### src/rtl/vga_ctrl_regbank_if.sv
// vga_ctrl_regbank_if: 68k-side register bus (write/read strobes, address, data, read response).
interface vga_ctrl_regbank_if #(
  parameter int ADDR_W = 3,
  parameter int DATA_W = 8
);
  logic              wr_en;
  logic              rd_en;
  logic [ADDR_W-1:0] addr;
  logic [DATA_W-1:0] wdata;
  logic [DATA_W-1:0] rdata;
  logic              rd_valid;
  modport master (output wr_en, rd_en, addr, wdata, input rdata, rd_valid);
  modport slave  (input wr_en, rd_en, addr, wdata, output rdata, rd_valid);
endinterface

### src/rtl/vga_ctrl_regbank.sv
// vga_ctrl_regbank: VGA cursor/control register bank with readback and hardware cursor advance.
// VGAREG_SHADOW_EN adds shadow registers committed to the active set on a vsync rising edge.
module vga_ctrl_regbank #(
  parameter int DATA_W = 8,
  parameter int N_REGS = 8,
  parameter int ADDR_W = 3,
  parameter int MAX_X  = 80,
  parameter int MAX_Y  = 40,
  parameter logic [DATA_W-1:0] CRX_RST = 'h24,
  parameter logic [DATA_W-1:0] CRY_RST = 'h14,
  parameter logic [DATA_W-1:0] CTL_RST = 'hF2
) (
  input  logic                       clk,
  input  logic                       reset_L,
  vga_ctrl_regbank_if.slave          bus,
  input  logic                       vsync,
  input  logic                       cursor_adv,
  output logic [DATA_W-1:0]          crx_out,
  output logic [DATA_W-1:0]          cry_out,
  output logic [DATA_W-1:0]          ctl_out,
  output logic [N_REGS*DATA_W-1:0]   regs_active,
  output logic                       commit_pending
);
  typedef logic [N_REGS-1:0][DATA_W-1:0] bank_t;
  localparam logic [DATA_W-1:0] X_LAST = DATA_W'(MAX_X - 1);
  localparam logic [DATA_W-1:0] Y_LAST = DATA_W'(MAX_Y - 1);
  localparam logic [DATA_W-1:0] ONE    = DATA_W'(1);
  function automatic bank_t rst_bank();
    bank_t b;
    b    = '0;
    b[0] = CRX_RST;
    b[1] = CRY_RST;
    b[2] = CTL_RST;
    return b;
  endfunction
  localparam bank_t RST_BANK = rst_bank();
  // returns {cry, crx}; any crx at or beyond the last column wraps to 0
  function automatic logic [2*DATA_W-1:0] step_cursor(input logic [DATA_W-1:0] x, input logic [DATA_W-1:0] y);
    return x < X_LAST ? {y, x + ONE} : {(y < Y_LAST ? y + ONE : {DATA_W{1'b0}}), {DATA_W{1'b0}}};
  endfunction
  bank_t             r_act, w_act_b, w_act_n, w_src;
  logic [N_REGS-1:0] w_wsel, w_act_wsel;
  logic [DATA_W-1:0] w_rd_val, r_rdata;
  logic              r_rd_valid, r_pend, w_adv;
  // an advance colliding with a write is parked one cycle; a parked one always drains next cycle
  assign w_adv = r_pend | (cursor_adv & ~bus.wr_en);
  always_comb begin
    w_wsel   = '0;
    w_rd_val = '0;
    for (int i = 0; i < N_REGS; i++) begin
      w_wsel[i] = bus.wr_en && bus.addr == ADDR_W'(i);
      if (bus.addr == ADDR_W'(i)) w_rd_val = w_src[i];
    end
  end
  always_comb begin
    w_act_n = w_act_b;
    if (w_adv) {w_act_n[1], w_act_n[0]} = step_cursor(w_act_b[0], w_act_b[1]);
    for (int i = 0; i < N_REGS; i++)
      if (w_act_wsel[i]) w_act_n[i] = bus.wdata;
  end
  always_ff @(posedge clk or negedge reset_L) begin
    if (!reset_L) begin
      r_act      <= RST_BANK;
      r_rdata    <= '0;
      r_rd_valid <= 1'b0;
      r_pend     <= 1'b0;
    end else begin
      r_act      <= w_act_n;
      r_rd_valid <= bus.rd_en;
      r_pend     <= cursor_adv & (bus.wr_en | r_pend);
      if (bus.rd_en) r_rdata <= w_rd_val;
    end
  end
`ifdef VGAREG_SHADOW_EN
  bank_t r_sh, w_sh_n;
  logic  r_vs, r_dirty, w_commit;
  assign w_commit       = vsync & ~r_vs & r_dirty;
  assign w_src          = r_sh;
  assign w_act_b        = w_commit ? r_sh : r_act;
  assign w_act_wsel     = '0;
  assign commit_pending = r_dirty;
  always_comb begin
    w_sh_n = r_sh;
    if (w_adv) {w_sh_n[1], w_sh_n[0]} = step_cursor(r_sh[0], r_sh[1]);
    for (int i = 0; i < N_REGS; i++)
      if (w_wsel[i]) w_sh_n[i] = bus.wdata;
  end
  always_ff @(posedge clk or negedge reset_L) begin
    if (!reset_L) begin
      r_sh    <= RST_BANK;
      r_vs    <= 1'b0;
      r_dirty <= 1'b0;
    end else begin
      r_sh    <= w_sh_n;
      r_vs    <= vsync;
      r_dirty <= |w_wsel | (r_dirty & ~w_commit);
    end
  end
`else
  logic w_unused_vsync;
  assign w_unused_vsync = vsync;
  assign w_src          = r_act;
  assign w_act_b        = r_act;
  assign w_act_wsel     = w_wsel;
  assign commit_pending = 1'b0;
`endif
  assign crx_out      = r_act[0];
  assign cry_out      = r_act[1];
  assign ctl_out      = r_act[2];
  assign regs_active  = r_act;
  assign bus.rdata    = r_rdata;
  assign bus.rd_valid = r_rd_valid;
endmodule
### src/flat_wrapper.sv
// flat-port wrapper written by rule: the top's interface ports become plain ports
module vga_ctrl_regbank_flat 
#(
  parameter int DATA_W = 8,
  parameter int N_REGS = 8,
  parameter int ADDR_W = 3,
  parameter int MAX_X  = 80,
  parameter int MAX_Y  = 40,
  parameter logic [DATA_W-1:0] CRX_RST = 'h24,
  parameter logic [DATA_W-1:0] CRY_RST = 'h14,
  parameter logic [DATA_W-1:0] CTL_RST = 'hF2
)
  (clk, reset_L, vsync, cursor_adv, crx_out, cry_out, ctl_out, regs_active, commit_pending, bus_wr_en, bus_rd_en, bus_addr, bus_wdata, bus_rdata, bus_rd_valid);
  vga_ctrl_regbank_if #(.ADDR_W(ADDR_W), .DATA_W(DATA_W)) bus_i ();
  input  logic clk;
  input  logic reset_L;
  input  logic vsync;
  input  logic cursor_adv;
  output logic [DATA_W-1:0] crx_out;
  output logic [DATA_W-1:0] cry_out;
  output logic [DATA_W-1:0] ctl_out;
  output logic [N_REGS*DATA_W-1:0] regs_active;
  output logic commit_pending;
  input wire logic [$bits(bus_i.wr_en)-1:0] bus_wr_en;
  input wire logic [$bits(bus_i.rd_en)-1:0] bus_rd_en;
  input wire logic [$bits(bus_i.addr)-1:0] bus_addr;
  input wire logic [$bits(bus_i.wdata)-1:0] bus_wdata;
  output wire logic [$bits(bus_i.rdata)-1:0] bus_rdata;
  output wire logic [$bits(bus_i.rd_valid)-1:0] bus_rd_valid;
  assign bus_i.wr_en = bus_wr_en;
  assign bus_i.rd_en = bus_rd_en;
  assign bus_i.addr = bus_addr;
  assign bus_i.wdata = bus_wdata;
  assign bus_rdata = bus_i.rdata;
  assign bus_rd_valid = bus_i.rd_valid;
  vga_ctrl_regbank #(.DATA_W(DATA_W), .N_REGS(N_REGS), .ADDR_W(ADDR_W), .MAX_X(MAX_X), .MAX_Y(MAX_Y), .CRX_RST(CRX_RST), .CRY_RST(CRY_RST), .CTL_RST(CTL_RST)) u_core (.clk(clk), .reset_L(reset_L), .bus(bus_i), .vsync(vsync), .cursor_adv(cursor_adv), .crx_out(crx_out), .cry_out(cry_out), .ctl_out(ctl_out), .regs_active(regs_active), .commit_pending(commit_pending));
endmodule
### config.mk
export PLATFORM = sky130hd
export DESIGN_NAME = vga_ctrl_regbank_flat
export DESIGN_NICKNAME = d
export VERILOG_FILES = /design/src/rtl/vga_ctrl_regbank_if.sv /design/src/rtl/vga_ctrl_regbank.sv /design/src/flat_wrapper.sv
export SDC_FILE = /design/constraint.sdc
export NUM_CORES = 1
export LEC_CHECK = 0
export ABC_CLOCK_PERIOD_IN_PS = 2700
export BUFFER_PORTS_ARGS = -buffer_cell sky130_fd_sc_hd__buf_2
export CORE_MARGIN = 2
export CORE_UTILIZATION = 50
export CTS_CLUSTER_SIZE = 14
export DETAILED_ROUTE_END_ITERATION = 10
export PLACE_DENSITY_LB_ADDON = 0.05
export SYNTH_ARGS = -nofsm -noshare
export SYNTH_HDL_FRONTEND = slang
export SYNTH_SLANG_ARGS = --single-unit
### constraint.sdc
create_clock -name clk -period 2.7 [get_ports clk]
set_clock_uncertainty 0.2 [all_clocks]
set_input_delay 0.135 -clock clk [delete_from_list [all_inputs] [get_ports clk]]
set_output_delay 0.135 -clock clk [all_outputs]
set_load 0.1 [all_outputs]
# Word level (Yosys, flattened, before mapping)
# Cells that the tools add are included.
# word_totals
input_bits	17
wordCells	53
output_inout_bits	98
reg_bits	74
# classes
muxes	13
n_bitwise	5
n_lt_le_gt_ge	2
addsub	2
reduce_logical	12
eq_ne	8
# ops
operator	n
2-to-1 mux 8 bit	11
2-to-1 mux 16 bit	2
adder 8 x 1 -> 8 bit, second input constant	2
== test 3 bit, second input constant	4
logical AND 1 bit	8
less-than comparator 8 x 6 -> 1 bit, second input constant	1
less-than comparator 8 x 7 -> 1 bit, second input constant	1
== test 3 x 2 -> 1 bit, second input constant	2
nonzero test 2 bit	2
== test 3 x 1 -> 1 bit, second input constant	1
zero test 3 bit	1
AND 1 bit	2
!= test 2 x 1 -> 1 bit, second input constant	1
bitwise OR 1 bit	2
AND reduction 2 bit	1
inverter 1 bit	1

# Longest topological paths before layout
# Gate-level depths: netlist (run 1).
# depth
depth_word	9
depth_mapped	6
depth_no_buf	5

# Worst setup path after synthesis (run 1)
# Ideal clock, no wire load.
# synth_timing
path_type	reg-to-reg
from	reg u_core.r_act (netlist bit u_core.crx_out[0])
to	reg u_core.r_act (netlist bit u_core.cry_out[1])
synth_period_minus_slack_ns	2.523
t_required_ns	2.373
arrival_ns	2.196
stages_incl_launch_ff	6
setup_time_ns	0.127
slack_ns	0.177
n_path_buf	0
path_cell_list	dfrtp_1 ha_1 and3_1 o221ai_2 and2_1 a221o_2
# synth_between
elab_chain_cells	3
# synth_rtl
element	line_no	rtl
from (decl)	vga_ctrl_regbank.sv:41	bank_t r_act, w_act_b, w_act_n, w_src;
from (signal assigned)	vga_ctrl_regbank.sv:68	r_act <= w_act_n;
less-than comparator 8 x 7 -> 1 bit	vga_ctrl_regbank.sv:39	return x < X_LAST ? {y, x + ONE} : {(y < Y_LAST ? y + ONE : {DATA_W{1'b0}}), {DATA_W{1'b0}}};
!= test 2 x 1 -> 1 bit (no line)	n/a	
AND reduction 2 bit (no line)	n/a	
# Every way passes these cells.
# A chain may end at the register's enable or synchronous reset.

# Worst setup path in the final report (run 1)
# layout_timing
from	reg u_core.r_act (netlist bit u_core.cry_out[0])
to	reg u_core.r_act (netlist bit u_core.cry_out[1])
# layout_between
elab_chain_cells	5
elab_cells_between_ends	6
classes_between	1 x add/sub; 1 x order compare; 4 x mux
# layout_rtl
element	line_no	rtl
adder 8 x 1 -> 8 bit or less-than comparator 8 x 6 -> 1 bit (tied branches)	vga_ctrl_regbank.sv:39	
2-to-1 mux 8 bit (*)	vga_ctrl_regbank.sv:39	
2-to-1 mux 16 bit (*)	vga_ctrl_regbank.sv:39	
2-to-1 mux 16 bit (*)	vga_ctrl_regbank.sv:57	if (w_adv) {w_act_n[1], w_act_n[0]} = step_cursor(w_act_b[0], w_act_b[1]);
2-to-1 mux 8 bit (*)	vga_ctrl_regbank.sv:59	if (w_act_wsel[i]) w_act_n[i] = bus.wdata;
# Every way passes the cells marked *; elsewhere a longest branch is shown, timed or not. The select of a mux whose other input is x is not followed.

==> summary.txt, run 1 <==
OUTCOME
---------------------------------------------------------------------------
Run status                                                        completed

DRT
---------------------------------------------------------------------------
Antenna violation net count after detailed routing                        0
Avg WL per Cell                                                     19.9 um
DRC violation count after routing                                         0
Count of TritonRoute iterations in the first routing pass                 5
Mean number of vias per cell                                           5.86
Vias                                                                   3301
Total routed wirelength                                            11200 um
Drt first-iter violations                                               175

SYNTH
---------------------------------------------------------------------------
Async SR Flop Fraction                                                 1.00
Net count after synthesis                                               370
Fraction of the yosys area taken by sequential cells                  0.467
Avg Synthesized Cell Area                                        11.4 sq um
Number of flops mapped to enable cells by yosys                           0
Post-synth design cell area                                    0.00399 sq mm
Number of distinct library cells after synthesis                         52
Flops & latches, synth                                                   74
Predominant post-synthesis flop cell                                dfrtp_1
Synthesis Warnings                                                        0
Synthesized instance count                                              351

FLOORPLAN
---------------------------------------------------------------------------
Floorplan die width                                                 93.3 um
Core Rows                                                                32
Starting density of the core                                          0.516
Height of the die                                                   93.3 um
Floorplan die area                                             0.00871 sq mm
Core outline area                                              0.00773 sq mm
Number of primary I/O pins                                              115

TIMING
---------------------------------------------------------------------------
Worst slew margin relative to its limit                               0.448
Fmax                                                              0.472 GHz
Clock period minus worst slack                                      2120 ps
Unrepaired setup endpoints after global routing                       false
Number of endpoints failing setup at the final stage                      0
Setup TNS                                                              0 ps
Final hold viol count                                                     0
Pin slew with the least headroom to its limit                        826 ps
Period utilization                                                    0.785
Slew Limit Fails                                                          0

PLACEMENT
---------------------------------------------------------------------------
Total of buffers placed on input and output ports                       112
Final HPWL DP                                                       7810 um
Final estimated routing congestion in global placement                0.912
Placement Cell Area                                            0.00449 sq mm

CRITICAL PATH
---------------------------------------------------------------------------
Sort of element at the end of the critical path                    register
Critical R2R Launch                                            u_core.cry_out[0]
Path depth of the worst reg2reg path                                      5
Startpoint class of the critical path                              register
Reg-to-Reg End                                                 u_core.cry_out[1]
Kind of critical path                                            reg -> reg
Required time at the endpoint of the critical path                  2810 ps
Start point of the critical path                               u_core.cry_out[0]
Critical-path maximum fanout                                              7
Arrival time at the worst endpoint                                  2230 ps
Worst R2R Setup Slack                                                580 ps
Last element of the critical path                              u_core.cry_out[1]

CLOCK TREE
---------------------------------------------------------------------------
H-tree depth                                                              3
Buffer cell driving the clock tree root                            clkbuf_8
Total CTS buffers                                                         9
Quantity of gates resized following cts                                   0
CTS tree                                                              built
Worst-path clk slew                                                   80 ps
Maximum number of buffers from clock root to sink                         2
Number of clock sinks seen by CTS                                        74
Clock latency on the worst-skew pair                                 360 ps

FINISH
---------------------------------------------------------------------------
Number of inserted diodes                                                 0
Flip-flop and latch area                                       0.00186 sq mm
Post-route core utilization                                           0.625
Area of all placed cells without fillers                       0.00483 sq mm
Number of nets in the final layout                                      475
Relative area change from synthesis to final layout                   21.1%
# fillers                                                               670
Multi-input logic area                                         0.00179 sq mm
Share of cells above drive strength 1                                 0.447

RUN
---------------------------------------------------------------------------
Max capacitance violation total                                           0

GLOBAL ROUTE
---------------------------------------------------------------------------
Maximum number of pins on one net before global-route repair             43
Antenna violations before repair                                          0
Overall overflow remaining after global route                             0
Overall routing resource usage                                        0.270
Number of global-route vias before repair                              3156
Wire length of the first global-routing pass                       17600 um

WORST HOLD PATH
---------------------------------------------------------------------------
Min-Delay Path Class                                            in -> async

[registers in the layout, indices dropped and copies added (netlist names)]
name	cells
u_core.r_pend	1
u_core.regs_active	40
u_core.bus.rd_valid	1
u_core.bus.rdata	8
u_core.cry_out	8
u_core.ctl_out	8
u_core.crx_out	8
[Yosys cell counts, types with 2 or more instances]
master / number / share of area
nor2_1: 10 / 0.0094
a2bb2oi_1: 8 / 0.018
a2111oi_4: 2 / 0.014
and2_1: 2 / 0.0031
nand4_1: 4 / 0.0063
nand3_1: 14 / 0.018
o211ai_1: 14 / 0.026
nor2b_1: 4 / 0.0063
o21ai_0: 12 / 0.015
o21a_1: 3 / 0.0056
mux2_2: 48 / 0.14
inv_1: 12 / 0.011
a22oi_1: 2 / 0.0038
ha_1: 2 / 0.0063
a32oi_1: 11 / 0.024
nor4bb_1: 2 / 0.0050
buf_4: 27 / 0.051
buf_2: 10 / 0.013
a21o_1: 8 / 0.015
nand4b_1: 3 / 0.0066
a211oi_1: 2 / 0.0038
dfrtp_1: 65 / 0.41
a22o_1: 3 / 0.0066
clkbuf_1: 5 / 0.0047
nand2_1: 13 / 0.012
o211a_1: 8 / 0.020
dfstp_2: 9 / 0.059
nand2b_1: 2 / 0.0031
o22ai_1: 9 / 0.014
or2_2: 2 / 0.0031
a21oi_1: 5 / 0.0063
mux2i_1: 8 / 0.020
nor3_1: 2 / 0.0025
o32ai_1: 2 / 0.0044
[metrics by stage]
| stage | setup slack, ps | instances | hold slack, ps |
|---|---|---|---|
| finish | 580 | 563 | 176 |
| global route | 461 | 563 | 217 |
| CTS | 585 | 563 | 161 |
| detailed placement | 544 | 535 | -2.58 |
| global placement | 592 | 535 | -4.17 |
| floorplan | 177 | 351 | -361 |
[worst min path at each step]
| stage | slack, ps | to |
|---|---|---|
| 6_report | 180 | u_core.regs_active[46] |
| 5_1_grt | 220 | u_core.regs_active[44] |
| 4_1_cts | 160 | u_core.crx_out[2] |
| 3_5_place_dp | -3 | u_core.regs_active[42] |
| 3_3_place_gp | -4 | u_core.regs_active[46] |
| 2_1_floorplan | -360 | u_core.bus.rd_valid |
[cell usage in the layout, fill, tap and decap left out, types with 9 or more instances in the layout]
cell type and count:
o21ai_0 12, mux2_2 48, o22ai_1 9, nand3_1 14
o211ai_1 14, clkbuf_8 9, dlygate4sd3_1 12, nor2_1 10
nand2_1 13, dfstp_2 9, a32oi_1 11, buf_2 112
dfrtp_1 65, inv_1 12, buf_4 14
[worst max-delay path: stages (launching register included)]
cell       delay (ps)
dfrtp_1           460
ha_1              300
a211o_1           320
a2111oi_4         450
and4_1            240
a221o_2           100
[cells by family after synthesis]
family,after synthesis,synth area share
buffers and inverters,56,0.0834
muxes,56,0.156
DFF,74,0.467
other,1,0.000940
AOI/OAI and AO/OA,96,0.193
adders and majority gates,2,0.00627
and+or+nand+nor,66,0.0941
[cell type report]
type                    instances  area share
flip-flops and latches         74       0.386
repair buffers                138       0.163
clock buffers                  10      0.0264
clock inverters                 6      0.0186
multi-input cells             221       0.371
well taps                     102      0.0264
inverters                      12     0.00932
[repair_timing]
item                                    4_1_cts  5_1_grt
hold buffers                                 12        0
endpoints found under the setup margin        0        0
buffers inserted                              0        0
endpoints found under the hold margin       115        0
[metal layers]
| metal | GRT usage | wire length (um) | vias up |
|---|---|---|---|
| met3 | 0.0508 | 644 | 14 |
| met1 | 0.359 | 4840 | 1653 |
| met4 | 0.0980 | 203 | 0 |
| li1 | - | - | 1513 |
| met5 | 0 | 0 | - |
| met2 | 0.441 | 5500 | 121 |
Power of run 1 is not shown: default switching activity piles up to over one toggle a cycle in this logic, so the estimate is an artifact.
==> run 2: changes to the inputs <==
ABC_CLOCK_PERIOD_IN_PS = 2100   (was 2700)
clock period = 2.1 ns   (was 2.7 ns; I/O delays follow)
==> run 2 against run 1 <==
- non-clock buffer count rose by 8
- cell count grew 1.4%
- first-iteration DRC count down 9.7%
- register-to-register slack got worse by 480 ps
- core utilization grew 1.5 points
- setup slack got worse by 480 ps
- critical path type unchanged
==> summary.txt, run 2 (same netlist as run 1, synthesis figures left out) <==
GLOBAL ROUTE
---------------------------------------------------------------------------
Wire length of the first global-routing pass                       17700 um   +0.66%
Number of global-route vias before repair                              3331   +5.5%
Maximum number of pins on one net before global-route repair             45   +4.7%
Overall routing resource usage                                        0.265   -0.00513
Overall overflow remaining after global route                             0   unchanged
Antenna violations before repair                                          0   unchanged

CLOCK TREE
---------------------------------------------------------------------------
Total CTS buffers                                                         9   unchanged
Maximum number of buffers from clock root to sink                         2   unchanged
Clock latency on the worst-skew pair                                 350 ps   about the same
Number of clock sinks seen by CTS                                        74   unchanged
Buffer cell driving the clock tree root                            clkbuf_8
CTS tree                                                              built
Worst-path clk slew                                                   80 ps   about the same
Postcts setup bufs                                                        0   unchanged
H-tree depth                                                              3   unchanged

DRT
---------------------------------------------------------------------------
Mean number of vias per cell                                           5.80   -1.0%
Vias                                                                   3313   +0.36%
Count of TritonRoute iterations in the first routing pass                 4   -1
Total routed wirelength                                            11100 um   -1.2%
Avg WL per Cell                                                     19.4 um   -2.5%
DRC violation count after routing                                         0   unchanged
Drt first-iter violations                                               158   -9.7%
Antenna violation net count after detailed routing                        0   unchanged

TIMING
---------------------------------------------------------------------------
Unrepaired setup endpoints after global routing                       false
Worst slew margin relative to its limit                               0.645   +0.197
Final hold viol count                                                     0   unchanged
Number of endpoints failing setup at the final stage                      0   unchanged
Clock period minus worst slack                                      2000 ps   -124 ps
Slew Limit Fails                                                          0   unchanged
Pin slew with the least headroom to its limit                        531 ps   -295 ps
Period utilization                                                    0.950   +0.165
Setup TNS                                                              0 ps   unchanged
Fmax                                                              0.501 GHz   +6.2%

PLACEMENT
---------------------------------------------------------------------------
Final HPWL DP                                                       7980 um   +2.2%
Total of buffers placed on input and output ports                       112   unchanged
Final estimated routing congestion in global placement                0.930   +1.9%

CRITICAL PATH
---------------------------------------------------------------------------
Kind of critical path                                            reg -> reg
Critical-path maximum fanout                                              7   unchanged
Required time at the endpoint of the critical path                  2140 ps   -670 ps
Sort of element at the end of the critical path                    register
Arrival time at the worst endpoint                                  2030 ps   -200 ps
Startpoint class of the critical path                              register

FINISH
---------------------------------------------------------------------------
Number of nets in the final layout                                      483   +1.7%
Share of cells above drive strength 1                                 0.484   +0.0372
Commonest non-fill, non-tap cells in the layout                buf_2 (112), dfrtp_1 (54), mux2_2 (48), buf_4 (19)
Most common cell after layout, fill and taps aside                    buf_2
Max FFs per register                                                     40   unchanged
Relative area change from synthesis to final layout                   24.0%
Number of inserted diodes                                                 0   unchanged

FLOORPLAN
---------------------------------------------------------------------------
Number of primary I/O pins                                              115   unchanged
Core Rows                                                                32   unchanged
Core outline area                                              0.00773 sq mm   unchanged
Floorplan die width                                                 93.3 um   unchanged
Height of the die                                                   93.3 um   unchanged
Floorplan die area                                             0.00871 sq mm   unchanged
Starting density of the core                                          0.516   unchanged

OUTCOME
---------------------------------------------------------------------------
Run status                                                        completed

RUN
---------------------------------------------------------------------------
Max capacitance violation total                                           0   unchanged

WORST HOLD PATH
---------------------------------------------------------------------------
Min-Delay Path Class                                            in -> async

run 2: layout make-up:
type	count	area, sq um
clock buffer	10	128
clock inverter	6	66.3
fill	650	2780
inverter	12	45.0
multi-input combinational	221	1810
sequential	74	1890
tap	102	128
timing repair buffer	146	883
run 2: timing repair:
| item | in CTS | in global routing |
|---|---|---|
| resized for setup | 0 | 1 |
| setup endpoints to repair | 0 | 1 |
| hold endpoints to repair | 144 | 0 |
| hold buffers | 12 | 0 |
run 2: through the flow:
step / hold WS [ps] / area, sq um / instances / setup WS [ps] / utilization
4_1_cts: 17.0 / 4950 / 571 / 90.2 / 0.640
5_1_grt: 56.7 / 4950 / 571 / 26.4 / 0.640
2_1_floorplan: -391 / 4030 / 351 / 0.504 / -
3_3_place_gp: -138 / 4630 / 543 / 104 / 0.599
6_report: 6.58 / 4950 / 571 / 104 / 0.640
3_5_place_dp: -134 / 4630 / 543 / 97.0 / 0.599
run 2: worst paths after layout:
check	start	endpoint	slack, ps	depth (start not counted)
max	u_core.crx_out[0]	u_core.cry_out[1]	100	5
min	reset_L	u_core.crx_out[3]	7	2
max reg2reg	u_core.crx_out[0]	u_core.cry_out[1]	100	5
min reg2reg	u_core.regs_active[61]	u_core.regs_active[61]	330	1
max in group asynchronous	reset_L	u_core.ctl_out[6]	1020	3
min in group clk	bus_addr[2]	u_core.bus.rdata[5]	80	3
run 2: critical path, stage by stage, from the launching register on:
cell      delay (ps)
dfrtp_4          470
ha_1             220
and3_2           240
o221ai_2         190
and2_1           240
a221o_2          330
run 2: per-layer routing:
metal / track usage / share of wire
met5: 0 / 0
met4: 0.107 / 0.025
met3: 0.0524 / 0.055
met2: 0.424 / 0.49
met1: 0.354 / 0.43
Power of run 2 is left out for the same reason.
==> run 3: changes to the inputs <==
CORE_UTILIZATION = 52   (was 50)
==> run 3 against run 2 <==
- cell count shrank 0.18%
- non-clock buffer count grew 2
- hold slack gained 100 ps
- sequential share of layout area shrank 0.058 points
- critical path type unchanged
- core utilization grew 3.6 points
- first-iteration DRC count shrank 14%
- critical path depth is the same
==> summary.txt, run 3 (same netlist as run 1, synthesis figures left out) <==
FINISH
------------------------------------------------------------------------------
Final Non-Filler Cells                                                     570   -0.18%
Max FFs per register                                                        40   unchanged
Share of cells above drive strength 1                                    0.486   +0.00219
Number of nets in the final layout                                         485   +0.41%
Number of inserted diodes                                                    0   unchanged
Post-route core utilization                                              0.676   +0.0357
Relative area change from synthesis to final layout                      24.2%
# fillers                                                                  594   -8.6%
Most common cell after layout, fill and taps aside                       buf_2
Commonest non-fill, non-tap cells in the layout                   buf_2 (112), dfrtp_1 (54), mux2_2 (48), buf_4 (23)

CRITICAL PATH
------------------------------------------------------------------------------
Arrival time at the worst endpoint                                     2070 ps   +40 ps
Worst R2R Setup Slack                                                    70 ps   -30 ps
Kind of critical path                                               reg -> reg
Startpoint class of the critical path                                 register
Standard cell with the maximum stage delay on the critical path        dfrtp_4
Reg-to-Reg End                                                    u_core.cry_out[1]
Sort of element at the end of the critical path                       register
Series of cell instances along the critical path                  ha_1, and3_1, o221ai_4, and2_1, a221o_2
Path depth of the worst reg2reg path                                         5   unchanged
Critical-path maximum fanout                                                 6   -1
Critical R2R Launch                                               u_core.crx_out[1]
Delay of the slowest cell on the worst path                             470 ps   about the same
Required time at the endpoint of the critical path                     2140 ps   about the same

CLOCK TREE
------------------------------------------------------------------------------
CTS tree                                                                 built
Maximum number of buffers from clock root to sink                            2   unchanged
Clock latency on the worst-skew pair                                    350 ps   about the same
H-tree depth                                                                 3   unchanged
Worst-path clk slew                                                      90 ps   about the same
Buffer cell driving the clock tree root                               clkbuf_8
Postcts setup bufs                                                           0   unchanged
Total CTS buffers                                                            9   unchanged
Number of clock sinks seen by CTS                                           74   unchanged

FLOORPLAN
------------------------------------------------------------------------------
Starting density of the core                                             0.544   +0.0279
Number of primary I/O pins                                                 115   unchanged
Floorplan die width                                                    91.6 um   -1.9%
Floorplan die area                                                0.00839 sq mm   -3.7%
Height of the die                                                      91.6 um   -1.9%
Core outline area                                                 0.00733 sq mm   -5.1%
Core Rows                                                                   31   -3.1%

PLACEMENT
------------------------------------------------------------------------------
Worst-case setup slack after placement                                  102 ps   +5.20 ps
Instance count after placement with tap cells included                     542   -0.18%
Total of buffers placed on input and output ports                          112   unchanged
Final estimated routing congestion in global placement                   0.894   -3.8%
Final HPWL DP                                                          7880 um   -1.3%

WORST HOLD PATH
------------------------------------------------------------------------------
Min-Delay Path Class                                               in -> async

TIMING
------------------------------------------------------------------------------
Pin slew with the least headroom to its limit                           534 ps   +2.49 ps
Final hold viol count                                                        0   unchanged
Fmax                                                                 0.493 GHz   -1.7%
Worst slew margin relative to its limit                                  0.643   -0.00134
Clock period minus worst slack                                         2030 ps   +34.5 ps
Unrepaired setup endpoints after global routing                          false
Slew Limit Fails                                                             0   unchanged
Period utilization                                                       0.967   +0.0164
Number of endpoints failing setup at the final stage                         0   unchanged
Setup TNS                                                                 0 ps   unchanged
Worst path setup slack after routing                                   69.9 ps   -34.5 ps

GLOBAL ROUTE
------------------------------------------------------------------------------
Overall overflow remaining after global route                                0   unchanged
Number of global-route vias before repair                                 3061   -8.1%
Antenna violations before repair                                             0   unchanged
Maximum number of pins on one net before global-route repair                75   +67%
Wire length of the first global-routing pass                          17200 um   -3.1%
Overall routing resource usage                                           0.267   +0.00226

RUN
------------------------------------------------------------------------------
Max capacitance violation total                                              0   unchanged

DRT
------------------------------------------------------------------------------
Mean number of vias per cell                                              5.83   +0.54%
DRC violation count after routing                                            0   unchanged
Avg WL per Cell                                                        19.5 um   +0.45%
Drt first-iter violations                                                  136   -14%
Antenna violation net count after detailed routing                           0   unchanged
Vias                                                                      3325   +0.36%
Total routed wirelength                                               11100 um   +0.27%
Count of TritonRoute iterations in the first routing pass                    4   unchanged

OUTCOME
------------------------------------------------------------------------------
Run status                                                           completed

run 3: changes by cell type in the layout (fill, tap and decap cells not counted), sizes merged:
cell / previous run / this run
inv: 13 / 16
clkinvlp: 0 / 1
clkbuf: 10 / 9
buf: 134 / 136
clkinv: 4 / 1
run 3: worst max path at each step:
stage / endpoint / slack, ps / startpoint / cells past startpoint
global route: u_core.cry_out[1] / 9 / u_core.crx_out[1] / 5
global placement: u_core.cry_out[1] / 130 / u_core.cry_out[1] / 5
finish: u_core.cry_out[1] / 70 / u_core.crx_out[1] / 5
floorplan: u_core.cry_out[1] / 0.5 / u_core.crx_out[5] / 4
detailed placement: u_core.cry_out[1] / 100 / u_core.crx_out[1] / 5
CTS: u_core.cry_out[1] / 90 / u_core.crx_out[1] / 5
run 3: what timing repair did:
item,CTS,global route
resized for setup,0,1
hold endpoints to repair,142,0
setup endpoints to repair,0,1
hold buffers,12,0
run 3: critical path, delay by kind of cell (launching register included):
| kind | cells | cell delay (ps) |
|---|---|---|
| flip-flops | 1 | 470 |
| adder cells (fa/ha/maj) | 1 | 210 |
| AO/OA/AOI/OAI | 2 | 520 |
| AND/OR/NAND/NOR | 2 | 520 |
run 3: metrics by stage:
step	hold slack [ps]	instance area (sq um)
floorplan	-391	4030
detailed placement	-32.9	4620
global placement	-30.7	4620
CTS	117	4940
global route	138	4950
finish	109	4950
run 3: layout make-up:
| type | count | area [sq um] | share of cell area |
|---|---|---|---|
| well taps | 99 | 124 | 0.0250 |
| multi-input cells | 221 | 1820 | 0.367 |
| flip-flops and latches | 74 | 1890 | 0.382 |
| inverters | 12 | 45.0 | 0.00909 |
| repair buffers | 148 | 873 | 0.176 |
| clock buffers | 9 | 124 | 0.0250 |
| clock inverters | 7 | 81.3 | 0.0164 |
run 3: routing by layer:
metal  vias to the layer above  share of wire  global-route usage
li1                       1539              -                   -
met1                      1649           0.47               0.390
met2                       122           0.46               0.408
met3                        15          0.052              0.0432
met4                         0          0.013              0.0821
met5                         -              0                   0
Power of run 3 is left out for the same reason.
